## config.mk

```make
export PLATFORM = sky130hd
export DESIGN_NAME = id_ex_stage
export DESIGN_NICKNAME = d
export VERILOG_FILES = /design/src/rtl/id_ex_stage.sv
export SDC_FILE = /design/constraint.sdc
export NUM_CORES = 1
export LEC_CHECK = 0
export CAP_MARGIN = 30
export CORE_MARGIN = 10
export CORE_UTILIZATION = 38
export CTS_CLUSTER_DIAMETER = 120
export CTS_CLUSTER_SIZE = 40
export DETAILED_ROUTE_END_ITERATION = 16
export GPL_TIMING_DRIVEN = 0
export PLACE_DENSITY = 0.82
export SYNTH_ARGS = -nofsm -noshare
export SYNTH_HDL_FRONTEND = slang
export SYNTH_SLANG_ARGS = --single-unit
```

## constraint.sdc

```tcl
create_clock -name clk -period 2.82 [get_ports clk]
set_input_delay 0.705 -clock clk [delete_from_list [all_inputs] [get_ports clk]]
set_output_delay 0.705 -clock clk [all_outputs]
set_load 0.005 [all_outputs]
```

## src/rtl/id_ex_stage.sv

```systemverilog
// id_ex_stage: decode->execute pipeline register.
// Holds register-file operands and decoded fields for EX, with valid/ready
// flow control, flush, load-use bubble insertion and a saturating stall
// counter. Optional macro FORWARD_WB_EN bypasses same-cycle writeback data
// into the captured or held operands.
module id_ex_stage #(
  parameter int XLEN         = 32,
  parameter int CTRL_W       = 8,
  parameter int LOAD_BUBBLES = 1
) (
  input  logic              clk,
  input  logic              rst,
  input  logic              flush,
  input  logic              in_valid,
  output logic              in_ready,
  input  logic [XLEN-1:0]   in_pc,
  input  logic [4:0]        in_rs1,
  input  logic [4:0]        in_rs2,
  input  logic [4:0]        in_rd,
  input  logic [XLEN-1:0]   in_rdata1,
  input  logic [XLEN-1:0]   in_rdata2,
  input  logic [XLEN-1:0]   in_imm,
  input  logic [CTRL_W-1:0] in_ctrl,
  input  logic              in_is_load,
  input  logic              wb_we,
  input  logic [4:0]        wb_rd,
  input  logic [XLEN-1:0]   wb_data,
  output logic              out_valid,
  input  logic              out_ready,
  output logic [XLEN-1:0]   out_pc,
  output logic [4:0]        out_rs1,
  output logic [4:0]        out_rs2,
  output logic [4:0]        out_rd,
  output logic [XLEN-1:0]   out_rdata1,
  output logic [XLEN-1:0]   out_rdata2,
  output logic [XLEN-1:0]   out_imm,
  output logic [CTRL_W-1:0] out_ctrl,
  output logic              out_is_load,
  output logic [15:0]       out_stall_cnt
);

  // Bubbles after the first one are counted down from this value in BUBBLE.
  localparam logic [1:0] BUB_INIT = 2'((LOAD_BUBBLES > 1) ? (LOAD_BUBBLES - 2) : 0);

  typedef enum logic {RUN = 1'b0, BUBBLE = 1'b1} state_t;

  state_t      state_q, state_d;
  logic [1:0]  bub_q, bub_d;
  logic        hazard, accept, stall_tick;

  logic              vld_p1;
  logic [XLEN-1:0]   pc_p1, rdata1_p1, rdata2_p1, imm_p1;
  logic [4:0]        rs1_p1, rs2_p1, rd_p1;
  logic [CTRL_W-1:0] ctrl_p1;
  logic              is_load_p1;
  logic [15:0]       stall_cnt_p1;

  function automatic logic [15:0] sat_inc16(input logic [15:0] v);
    return (v == 16'hFFFF) ? v : v + 16'd1;
  endfunction

  // Writeback bypass: x0 is never forwarded since it is hardwired to zero.
  function automatic logic [XLEN-1:0] wb_bypass(input logic we, input logic [4:0] wrd,
                                                input logic [XLEN-1:0] wdata,
                                                input logic [4:0] rs,
                                                input logic [XLEN-1:0] dflt);
    return (we && (wrd != 5'd0) && (wrd == rs)) ? wdata : dflt;
  endfunction

  // FSM state register.
  always_ff @(posedge clk) begin
    if (rst) begin
      state_q <= RUN;
      bub_q   <= 2'd0;
    end else begin
      state_q <= state_d;
      bub_q   <= bub_d;
    end
  end

  // FSM next state: flush wins, BUBBLE counts down, a consumed hazard may enter BUBBLE.
  always_comb begin
    state_d = state_q;
    bub_d   = bub_q;
    if (flush) begin
      state_d = RUN;
      bub_d   = 2'd0;
    end else if (state_q == BUBBLE) begin
      if (bub_q == 2'd0) state_d = RUN;
      else               bub_d   = bub_q - 2'd1;
    end else if (hazard && out_ready && (LOAD_BUBBLES > 1)) begin
      state_d = BUBBLE;
      bub_d   = BUB_INIT;
    end
  end

  // FSM outputs: hazard detection, handshake and stall-tick strobes.
  always_comb begin
    hazard = (state_q == RUN) && in_valid && vld_p1 && is_load_p1 && (rd_p1 != 5'd0) &&
             ((rd_p1 == in_rs1) || (rd_p1 == in_rs2));
    in_ready   = flush || ((state_q == RUN) && !hazard && (!vld_p1 || out_ready));
    accept     = in_valid && in_ready && !flush;
    stall_tick = !flush && ((state_q == BUBBLE) || (hazard && out_ready));
  end

  // Valid bit: kill on flush/bubble, set on accept, clear when EX drains it.
  always_ff @(posedge clk) begin
    if (rst)                        vld_p1 <= 1'b0;
    else if (flush)                 vld_p1 <= 1'b0;
    else if (state_q == BUBBLE)     vld_p1 <= 1'b0;
    else if (hazard && out_ready)   vld_p1 <= 1'b0;
    else if (accept)                vld_p1 <= 1'b1;
    else if (out_ready)             vld_p1 <= 1'b0;
  end

  // Payload: capture on accept; held operands may pick up writeback data.
  always_ff @(posedge clk) begin
    if (rst) begin
      pc_p1      <= '0;
      rs1_p1     <= '0;
      rs2_p1     <= '0;
      rd_p1      <= '0;
      rdata1_p1  <= '0;
      rdata2_p1  <= '0;
      imm_p1     <= '0;
      ctrl_p1    <= '0;
      is_load_p1 <= 1'b0;
    end else if (accept) begin
      pc_p1      <= in_pc;
      rs1_p1     <= in_rs1;
      rs2_p1     <= in_rs2;
      rd_p1      <= in_rd;
      imm_p1     <= in_imm;
      ctrl_p1    <= in_ctrl;
      is_load_p1 <= in_is_load;
`ifdef FORWARD_WB_EN
      rdata1_p1  <= wb_bypass(wb_we, wb_rd, wb_data, in_rs1, in_rdata1);
      rdata2_p1  <= wb_bypass(wb_we, wb_rd, wb_data, in_rs2, in_rdata2);
`else
      rdata1_p1  <= in_rdata1;
      rdata2_p1  <= in_rdata2;
`endif
    end
`ifdef FORWARD_WB_EN
    else if (vld_p1) begin
      rdata1_p1  <= wb_bypass(wb_we, wb_rd, wb_data, rs1_p1, rdata1_p1);
      rdata2_p1  <= wb_bypass(wb_we, wb_rd, wb_data, rs2_p1, rdata2_p1);
    end
`endif
  end

  // Saturating load-use stall counter; survives flush.
  always_ff @(posedge clk) begin
    if (rst)             stall_cnt_p1 <= 16'd0;
    else if (stall_tick) stall_cnt_p1 <= sat_inc16(stall_cnt_p1);
  end

`ifndef FORWARD_WB_EN
  logic unused_wb;
  assign unused_wb = ^{wb_we, wb_rd, wb_data, 1'b0 & wb_bypass(1'b0, 5'd0, '0, 5'd0, '0)};
`endif

  assign out_valid     = vld_p1;
  assign out_pc        = pc_p1;
  assign out_rs1       = rs1_p1;
  assign out_rs2       = rs2_p1;
  assign out_rd        = rd_p1;
  assign out_rdata1    = rdata1_p1;
  assign out_rdata2    = rdata2_p1;
  assign out_imm       = imm_p1;
  assign out_ctrl      = ctrl_p1;
  assign out_is_load   = is_load_p1;
  assign out_stall_cnt = stall_cnt_p1;

endmodule

```

# Yosys cells after proc, flatten, opt, wreduce, memory -nomap -nowiden
# Cells that the tools add are included.
word_totals:
  output_inout_bits: 170
  inputBits: 195
  regBits: 172
classes:
  n_mux: 3
  add_sub_neg: 2
  n_eq_ne: 3
  reduce_logical: 26
  n_bitwise: 3
op_table:
  columns: ["operator", "count"]
  rows:
  - ["adder 16 x 1 -> 16 bit (second input constant)", 1]
  - ["equality test 16 bit (second input constant)", 1]
  - ["logical AND 1 bit", 11]
  - ["equality test 5 bit", 2]
  - ["nonzero test 5 bit", 1]
  - ["logical OR 1 bit", 4]
  - ["AND reduction 2 bit", 2]
  - ["OR reduction 4 bit", 1]
  - ["logical NOT 1 bit", 3]
  - ["two-way mux 1 bit", 3]
  - ["NOT 1 bit", 3]
  - ["OR reduction 3 bit", 1]
  - ["logical NOT 2 bit", 1]
  - ["nonzero test 2 bit", 1]
  - ["OR reduction 2 bit", 1]
  - ["subtractor 2 x 1 -> 2 bit (second input constant)", 1]

# Depth between registers and ports, before layout
depth:
  ltp_word: 13
  depth_mapped: 9
  mapped_depth_nobuf: 6

# Least setup slack after synthesis
# No wires, ideal clock.
synth_path:
  path_kind: "in2reg"
  start: "input port in_rs1[3]"
  end: "register stall_cnt_p1[10], in the netlist out_stall_cnt[10]"
  path_slack_ps: 617
  n_path_buf: 1
  t_arrival_ps: 2082
  setup_time_ps: 121
  required_ps: 2699
  path_stages: 7
  path_cell_list: "xnor2_1 > nand3_1 > o22ai_1 > a31oi_2 > buf_2 > nor4_1 > mux2_2"
synth_via:
  elab_chain_len: 7
synth_lines:
  columns: ["item", "line_no", "text"]
  rows:
  - ["start: declaration", "17", "input logic [4:0] in_rs1,"]
  - ["equality test 5 bit", "100", "((rd_p1 == in_rs1) || (rd_p1 == in_rs2));"]
  - ["logical OR 1 bit", "100", null]
  - ["logical AND 1 bit", "99", "hazard = (state_q == RUN) && in_valid && vld_p1 && is_load_p1 && (rd_p1 != 5'd0) &&"]
  - ["logical AND 1 bit", "103", "stall_tick = !flush && ((state_q == BUBBLE) || (hazard && out_ready));"]
  - ["logical OR 1 bit", "103", null]
  - ["logical AND 1 bit", "103", null]
  - ["AND reduction 2 bit (no source line)", null, null]
  - ["end signal: assignment", "155", "else if (stall_tick) stall_cnt_p1 <= sat_inc16(stall_cnt_p1);"]
  - ["end: declaration", "56", "logic [15:0] stall_cnt_p1;"]
# No other way between the ends.
# A chain may end at the register's enable or synchronous reset.

# Final worst setup path
layout_path:
  start: "input port in_rs1[4]"
  end: "register stall_cnt_p1[6], in the netlist out_stall_cnt[6]"
# Same word-level chain as after synthesis.

==> flow_summary_export.csv <==
group,metric,value,unit
outcome,status,"finished, final reports clean",
clocking,clock_path_buffers,2,
final_layout,final-seq-area,3440,um2
synth,synth_warnings,0,
timing,period_share,0.963,
final_layout,syn2layout_area_growth,65.3,%
synth,synth_seq_cells,172,
critical_path,slowest_delay,360,ps
final_layout,multi_input_area,2720,um2
placed_design,hpwl,18600,um
timing,setup_violations,0,
clocking,worstSkewPairLatency,420,ps
synth,synth_edf_count,0,
floorplanning,ios,365,
timing,max_freq,368,MHz
power_and_ir_drop,pwr_density_cell,525,nW/um2
timing,fin_hold_ws,452,ps
final_layout,finish.instance_area,10500,um2
final_layout,layout_common_cells,"320 x clkdlybuf4s50_1, 315 x nand2_1, 172 x dfxtp_1, 162 x a21oi_1, 37 x clkbuf_1",
synth,avgSynthCellArea,7.91,um2
final_layout,nets,1348,
routing,drt_iter0_drc,323,
power_and_ir_drop,vdd_drop_max,0.372,mV
power_and_ir_drop,p_leak,0.00370,uW
critical_path,cp_slowest_cell,"mux2_2",
final_layout,fill_cells,1421,
timing,fin_crit,2710,ps
critical_path,path_class,"in2reg",
placed_design,port_buffers,325,
synth,syn-num-nets,1001,
synth,syn_inst,804,
floorplanning,coreArea,16500,um2
routing,totalWireLength,24300,um
placed_design,placed_area,9890,um2
synth,async_flop_share,0,
critical_path,crit_fanout,10,
run,cap_viol_max_count,0,
timing,fin_worst_skew,7.54,ps
critical_path,path_cells,"dlygate4sd2_1, xnor2_1, nand3_2, buf_4, buf_4, o22ai_1, a31oi_4, buf_2, nor4_2, mux2_2",
power_and_ir_drop,p_total,5520,uW
clocking,clkSlewWorstSetupHoldPaths,60,ps
clocking,clock_sinks,172,
floorplanning,die_x,149,um
hold_path,min_path_type,"reg2reg",
floorplanning,num_rows,47,
critical_path,r2r_end,"out_stall_cnt[13]",
final_layout,fin_util,0.636,
global_routing,antenna_found_initial,0,
clocking,cts_max_level,4,
hold_path,min_to,"out_pc[26]",
hold_path,whs_path_depth,2,
floorplanning,die_area,22300,um2
routing,drc,0,
global_routing,grt_max_degree,17,
critical_path,cp.arrival,3020,ps
critical_path,cp-start-kind,"input pin",
routing,vias_per_cell,4.89,
timing,hold_viol_final,0,
synth,yosys.cell_types.count,37,
routing,vias,6762,
clocking,cts_tree,"built",
global_routing,grt.overflow.total,0,
clocking,ctsHoldBuffers,0,
timing,rsz0062_at_grt,"false",
timing,maxSlewHeadroom,0.523,
critical_path,end_kind,"flip-flop",
clocking,cts_root_buf,"clkbuf_16",
final_layout,final_common_cell,"clkdlybuf4s50_1",
timing,fin_ws,106,ps
global_routing,grt_pass1_wl,35700,um
clocking,cts_buffers,17,
synth,ys.flop_type,"dfxtp_1",
floorplanning,die_h,149,um
critical_path,r2r_start,"out_stall_cnt[0]",
synth,yosysSeqAreaShare,0.541,
synth,synth_area,6360,um2
timing,worst_slew_pin_slew,715,ps
critical_path,reg2regPathDepth,8,
hold_path,worstHoldStart,"out_pc[26]",
routing,wire_per_inst,17.5,um
timing,slew_violations,0,
routing,firstDrtPassIters,5,
critical_path,crit_top_cell,"buf_4",
placed_design,gp_congestion,0.865,
floorplanning,start_util,0.385,
routing,ant_nets,0,
global_routing,grt_use_total,0.203,
critical_path,crit_required,3130,ps
global_routing,grt_pass1_vias,6499,
placed_design,post-place-ws,-378,ps
final_layout,drive_gt1_frac,0.0628,
critical_path,r2r_slack,240,ps
==> synth_stat cells (2+ instances only) <==
| cell | n | area (um2) |
|---|---|---|
| o31ai_1 | 8 | 60.1 |
| ha_1 | 2 | 25.0 |
| nor3_1 | 2 | 10.0 |
| dfxtp_1 | 172 | 3440 |
| inv_1 | 6 | 22.5 |
| nor2b_1 | 6 | 37.5 |
| nor4_1 | 6 | 37.5 |
| buf_2 | 20 | 100 |
| mux2_2 | 4 | 45.0 |
| nand2_1 | 315 | 1180 |
| or4_1 | 8 | 60.1 |
| o21ai_0 | 3 | 15.0 |
| nor2_1 | 12 | 45.0 |
| xnor2_1 | 11 | 96.3 |
| clkbuf_1 | 36 | 135 |
| a21oi_1 | 163 | 816 |
| or4b_1 | 2 | 20.0 |
| nand3_1 | 8 | 40.0 |
| nand4_1 | 2 | 12.5 |
==> report_power, final <==
group,leakage (uW),switching [uW],internal (uW),total [uW]
sequential,0.00140,53.0,2530,2580
clock,0.000255,1030,1140,2170
combinational,0.00204,319,447,766
==> stage by stage <==
step / cells / setup TNS [ps]
finish: 1384 / 0
global route: 1383 / 0
CTS: 1383 / -5.15
detailed placement: 1349 / -43480
global placement: 1349 / -42780
floorplan: 804 / 0
==> worst max-delay path: cells and delay by family <==
kind / cells / cell delay [ps]
multiplexers: 1 / 360
buffers and inverters: 4 / 780
AND/OR/NAND/NOR: 2 / 450
AO/OA/AOI/OAI: 2 / 470
XOR/XNOR: 1 / 240
==> worst max-delay path by stage <==
stage,startpoint,endpoint,cells past startpoint
after floorplan,in_rs1[3],out_stall_cnt[10],7
after global placement,in_rs1[4],out_rdata2[30],9
after detailed placement,in_rs1[4],out_imm[5],9
after CTS,in_valid,in_ready,7
after global routing,in_rs1[2],out_rdata1[10],10
final,in_rs1[4],out_stall_cnt[6],10
==> logic make-up (layout without fill, tap and decap cells) <==
group	after synthesis	count (layout)	synth area share
compound gates	184	184	0.155
mux	4	4	0.00708
xor+xnor	11	11	0.0151
buf+inv	63	422	0.0411
flops	172	172	0.541
simple gates	368	368	0.236
other cells	0	1	0
fa+ha+maj	2	2	0.00393
==> final cells by class <==
| type | count | area share |
|---|---|---|
| inverter | 6 | 0.00214 |
| sequential | 172 | 0.327 |
| timing repair buffer | 328 | 0.312 |
| antenna | 1 | 0.000238 |
| clock inverter | 13 | 0.0101 |
| tap | 220 | 0.0262 |
| multi-input combinational | 569 | 0.259 |
| clock buffer | 18 | 0.0408 |
| buffer | 57 | 0.0230 |
==> registers in the layout, indices dropped and copies added, names as in the netlist <==
register and flops:
bub_q 2, out_ctrl 8, out_imm 32, out_is_load 1, out_pc 32, out_rd 5, out_rdata1 32, out_rdata2 32
out_rs1 5, out_rs2 5, out_stall_cnt 16, out_valid 1, state_q 1
==> layer usage <==
metal,GRT usage,vias to the layer above,part of all wire
met5,0,-,0
met4,0.0790,0,0.028
met3,0.0789,40,0.11
met2,0.345,284,0.48
met1,0.224,3092,0.38
li1,-,3346,-
==> timing repair <==
action	4_1_cts	5_1_grt
setup buffers	3	0
pin swaps	2	2
setup endpoints to repair	1	92
gates resized for setup	5	13
Power figures use the tool's default switching activity.
